--- src/rtl/spi_tx_drain.sv ---
// spi_tx_drain: SPI mode-0 master that drains a FWFT TX FIFO; define SPI_TX_LSB_FIRST_EN for LSB-first shifting
module spi_tx_drain #(
  parameter int DATA_WIDTH = 8,
  parameter int FIFO_DEPTH = 8,
  parameter int CNT_W      = $clog2(FIFO_DEPTH + 1),
  parameter int CLK_DIV    = 4
) (
  input  logic                  PCLK,
  input  logic                  PRESETn,
  input  logic                  enable,
  input  logic [CNT_W-1:0]      fifo_cnt,
  input  logic [DATA_WIDTH-1:0] fifo_rdata,
  output logic                  fifo_pop,
  output logic                  SCLK,
  output logic                  MOSI,
  output logic                  CS_n,
  output logic                  busy,
  output logic                  tx_done,
  output logic [CNT_W-1:0]      words_sent
);
  localparam int DIV_W = CLK_DIV > 1 ? $clog2(CLK_DIV) : 1;
  localparam int BIT_W = DATA_WIDTH > 1 ? $clog2(DATA_WIDTH) : 1;
  localparam logic [DIV_W-1:0] DIV_LAST = DIV_W'(CLK_DIV - 1);
  localparam logic [BIT_W-1:0] BIT_LAST = BIT_W'(DATA_WIDTH - 1);
  typedef enum logic [1:0] {IDLE, LOAD, SHIFT, GAP} state_e;
  state_e                state_q, state_d;
  logic [DATA_WIDTH-1:0] sr_q, sr_d, shifted;
  logic [DIV_W-1:0]      div_q, div_d;
  logic [BIT_W-1:0]      bit_q, bit_d;
  logic                  sclk_q, sclk_d, mosi_q, mosi_d, cs_n_q, cs_n_d, done_q, done_d;
  logic [CNT_W-1:0]      words_q, words_d;
  logic                  can_pop, tick, head_bit, next_bit;
`ifdef SPI_TX_LSB_FIRST_EN
  assign shifted  = sr_q >> 1;
  assign head_bit = sr_q[0];
  assign next_bit = shifted[0];
`else
  assign shifted  = sr_q << 1;
  assign head_bit = sr_q[DATA_WIDTH-1];
  assign next_bit = shifted[DATA_WIDTH-1];
`endif
  assign can_pop    = PRESETn && enable && fifo_cnt != '0;
  assign tick       = div_q == DIV_LAST;
  assign SCLK       = sclk_q;
  assign MOSI       = mosi_q;
  assign CS_n       = cs_n_q;
  assign tx_done    = done_q;
  assign words_sent = words_q;
  assign busy       = state_q != IDLE;
  // next-state: pop/load, SCLK generation, shifting on falling edges, end-of-frame gap
  always_comb begin
    state_d  = state_q;
    sr_d     = sr_q;
    div_d    = div_q;
    bit_d    = bit_q;
    sclk_d   = sclk_q;
    mosi_d   = mosi_q;
    cs_n_d   = cs_n_q;
    done_d   = 1'b0;
    words_d  = words_q;
    fifo_pop = 1'b0;
    case (state_q)
      IDLE: if (can_pop) begin
        fifo_pop = 1'b1;
        sr_d     = fifo_rdata;
        cs_n_d   = 1'b0;
        state_d  = LOAD;
      end
      LOAD: begin
        mosi_d  = head_bit;
        div_d   = '0;
        bit_d   = '0;
        state_d = SHIFT;
      end
      SHIFT: begin
        div_d = tick ? '0 : div_q + 1'b1;
        if (tick) begin
          sclk_d = ~sclk_q;
          if (sclk_q) begin
            sr_d   = shifted;
            mosi_d = next_bit;
            bit_d  = bit_q + 1'b1;
            if (bit_q == BIT_LAST) begin
              words_d  = words_q + 1'b1;
              fifo_pop = can_pop;
              sr_d     = can_pop ? fifo_rdata : shifted;
              state_d  = can_pop ? LOAD : GAP;
            end
          end
        end
      end
      GAP: begin
        div_d = tick ? '0 : div_q + 1'b1;
        if (tick) begin
          cs_n_d  = 1'b1;
          done_d  = 1'b1;
          state_d = IDLE;
        end
      end
      default: state_d = IDLE;
    endcase
  end
  // state and pin registers; reset aborts any transfer immediately
  always_ff @(posedge PCLK or negedge PRESETn) begin
    if (!PRESETn) begin
      state_q <= IDLE;
      sr_q    <= '0;
      div_q   <= '0;
      bit_q   <= '0;
      sclk_q  <= 1'b0;
      mosi_q  <= 1'b0;
      cs_n_q  <= 1'b1;
      done_q  <= 1'b0;
      words_q <= '0;
    end else begin
      state_q <= state_d;
      sr_q    <= sr_d;
      div_q   <= div_d;
      bit_q   <= bit_d;
      sclk_q  <= sclk_d;
      mosi_q  <= mosi_d;
      cs_n_q  <= cs_n_d;
      done_q  <= done_d;
      words_q <= words_d;
    end
  end
endmodule

--- config.mk ---
export PLATFORM = sky130hd
export DESIGN_NAME = spi_tx_drain
export DESIGN_NICKNAME = d
export VERILOG_FILES = /design/src/rtl/spi_tx_drain.sv
export SDC_FILE = /design/constraint.sdc
export NUM_CORES = 1
export LEC_CHECK = 0
export ABC_AREA = 0
export BUFFER_PORTS_ARGS = -buffer_cell sky130_fd_sc_hd__buf_2
export CORE_UTILIZATION = 29
export CTS_BUF_LIST = sky130_fd_sc_hd__clkbuf_16
export DETAILED_ROUTE_END_ITERATION = 8
export PLACE_DENSITY_LB_ADDON = 0.12
export SLEW_MARGIN = 10
export SYNTH_ARGS = -nofsm -noshare
export SYNTH_HDL_FRONTEND = slang
export SYNTH_SLANG_ARGS = --single-unit
--- constraint.sdc ---
create_clock -name PCLK -period 1.6 [get_ports PCLK]
set_input_delay 0.16 -clock PCLK [delete_from_list [all_inputs] [get_ports PCLK]]
set_output_delay 0.16 -clock PCLK [all_outputs]
set_load 0.005 [all_outputs]
==> impl_results.md <==
- Outcome: finished, violations left
- Failing checks: negative setup slack
- CP Depth: 6
- R2R setup slack: 80 ps
- #FFs+latches synth: 23
- Ant. Diodes: 0
- Post-synth top area share: 48.9%
- Total power draw: 2.56 mW
- Crit path to: fifo_pop
- GRT Total Usage: 13.5%
- RSZ-0062 raised after global routing: yes
- WHS: between 100 and 150 ps
- Initial DRC Count: 20
- Period utilisation layout: 101%
- Sw Pwr: 0.877 mW
- Ratio of cells with drive above 1 in the final layout: around two fifths
- Syn Nets: 126
- Worst path max stage delay: 410 ps
- Seq/Total Area, Yosys: 51.2%
- Port bufs: 24
- Max cap viols: 0
- Final wirelength: between 2 and 2.5 mm
- Post-synthesis average cell area: ~11 µm²
- Non-Filler Instances: 193
- Drt wl/cell: 12.7 µm
- CTS root buf: clkbuf_16
- Largest net degree at the start of global routing: 21
- Fmax: 618 MHz
- CP required: ~1400 ps
- Cell area after synthesis: 0.00113 mm²
- Net Sw Frac: 34.3%
- Final setup margin: -17.9 ps
- Antenna-violating nets left: 0
- Worst reg2reg path endpoint: words_sent[1]
- Ys async rst share: 100%
- Pwr dens: 1680 mW/mm²
- Die area: 0.00414 mm²
- Clk slew on worst S/H paths: ~60 ps
- Cell taking the most area after synthesis: dfrtp_1
- Critical Path Slowest Stage Cell: dfrtp_1
- Top cells by count, synth: dfrtp_1 (22), nand2_1 (17), a21oi_1 (12), nor2_1 (9)
- Buf/Inv on CP: 1
- Clk sinks: 23
- Initial antenna violation count: 0
- CP startpoint: bit_q[0]
- Synth top area cells: dfrtp_1 (49%), nand2_1 (5.7%), a21oi_1 (5.3%), ha_1 (4.4%), nor2_1 (3.0%)
- CP Cell Sequence: ha_4, ha_4, nand3_4, o21a_4, nor2_4, buf_2
- Worst slew margin: 77.4%
- Most frequent cell after synthesis: dfrtp_1
- Ports: 25
- Gpl congestion: 0.753
- Yosys cell types: 33
- CP delay by family, top: flip-flops
- Reg2Reg Depth: 5
- Sequential power share: about two fifths
- Grt total ovfl: 0
- Cell mode on critical path: ha_4
- Placed cell count: 182
- DRC viols: 0
- Final hold vios: 0
- Synth-to-layout area growth: 35.2%
- Site Rows: 22
- Initial DRT Pass Iterations: 4
- Final Core Density: 41.3%
- Clk pwr share: 20.1%
- Fin area: 0.00152 mm²
- H-Tree Depth: 1
- Post-DR vias/cell: 4.75
- CTS buffer count: 3
- FF-to-FF Start: bit_q[0]
- Leak Pwr: 0.731 nW
- Post-synth EDFFs: 0
- CTS tree: built
- Internal power: 1.68 mW
- Core Box Area: roughly 0.0037 mm²
- Critical path class: flop to output port
- Chip Width: 64.3 µm
- Deepest clock path buffer count: 2
- Worst clock skew: approximately 2.0 ps
- Number of global-route vias before repair: ~910
- Critical Path Source Type: flop
- Synthesized instance count: 107
- HP Class: primary input to flop
- Placed wire-length estimate: 1.76 mm
- Vias: roughly 900
- Fin crit period: ~1600 ps
- Nets@finish: 165
- Main synth FF type: dfrtp_1
- Comb pwr share: 41.4%
- Max-slew violations: 0
- Worst path arrival time: 1460 ps
- Die height: about 64 µm
- Setup crit end kind: output port
- Synth warn: 0
- Later-pin clock latency in the skew report: 250 ps
- VDD IR-drop max: between 0.9 and 1 mV
- Least-Margin Pin Slew: 337 ps
- Area after DPL: 0.00133 mm²
- Initial core utilization: 30.5%
- Global-route wire length before repair: around 4.3 mm
- Final Setup Violations: 1
- CP max FO: 2
==> worst register-to-register path, cell delays in order, from the launching register on <==
cell	delay (ps)
dfrtp_1	410
ha_4	170
ha_4	140
buf_4	110
and4_4	250
mux2_2	330
==> through the flow <==
step / setup TNS, ps / setup slack (ps)
2_1_floorplan: 0 / 170
3_3_place_gp: 0 / 53.6
3_5_place_dp: -27.6 / -27.6
4_1_cts: -18.8 / -18.8
5_1_grt: -82.7 / -82.7
6_report: -17.9 / -17.9
==> worst min path at each step <==
stage                   from        to  slack [ps]  cells after the start
2_1_floorplan        PRESETn      MOSI        -140                      0
3_3_place_gp         PRESETn  bit_q[2]          -6                      1
3_5_place_dp         PRESETn  bit_q[2]          -7                      1
4_1_cts        fifo_rdata[0]   sr_q[0]         130                      2
5_1_grt        fifo_rdata[0]   sr_q[0]         150                      2
6_report       fifo_rdata[0]   sr_q[0]         130                      2
==> placed cells by master (no fill, tap or decap), drive strengths merged, types with 2 or more instances in the layout <==
master	instances
dlygate4sd3	2
ha	4
a31oi	3
buf	36
a22o	2
nand2	17
o21a	2
xnor2	3
nor2	10
mux2	2
dfrtp	22
o21ai	5
nand2b	2
inv	3
a21oi	12
nand3	4
clkbuf	3
==> power groups by stage <==
stage          clock network, mW  logic [mW]  registers, mW
2_1_floorplan                  0       0.703          0.923
3_3_place_gp                   0       0.902          0.975
3_5_place_dp                   0       0.927          0.980
4_1_cts                    0.535        1.05          0.979
5_1_grt                    0.559        1.20           1.01
6_report                   0.515        1.06          0.985
==> final cells by class <==
class,count,area (µm²)
fill,376,2170
inverter,2,7.51
clock buffer,3,75.1
timing repair buffer,38,230
sequential,23,579
multi-input combinational,78,567
tap,48,60.1
clock inverter,1,3.75
==> logic make-up (layout without fill, tap and decap cells) <==
| logic type | after synthesis | count (layout) | synth area share (%) |
|---|---|---|---|
| mux | 2 | 2 | 2.00 |
| xor+xnor | 4 | 4 | 3.11 |
| flops | 23 | 23 | 51.2 |
| buf+inv | 6 | 44 | 3.22 |
| compound gates | 27 | 27 | 15.2 |
| simple gates | 41 | 41 | 20.8 |
| fa+ha+maj | 4 | 4 | 4.44 |
==> sequential cells by signal, summed over array words and instances, names as in the netlist <==
register and flops:
MOSI 1, SCLK 1, tx_done 1, div_q 2
words_sent 4, bit_q 3, sr_q 8, CS_n 1
state_q 2
==> repair_timing <==
action | in CTS | in global routing
hold buffers | 2 | 0
endpoints found under the setup margin | 4 | 10
setup buffers | 4 | 1
pin swaps | 3 | 3
resized for setup | 11 | 3
cloned | 0 | 0
hold endpoints to repair | 3 | 0
==> layer usage <==
| layer | up-vias | routed length (µm) | track usage (%) |
|---|---|---|---|
| li1 | 454 | - | - |
| met1 | 438 | 1080 | 16.6 |
| met2 | 23 | 1230 | 23.6 |
| met3 | 2 | 123 | 3.75 |
| met4 | 0 | 23 | 2.50 |
| met5 | - | 0 | 0 |
No activity file was read; power rests on OpenSTA's default activity.
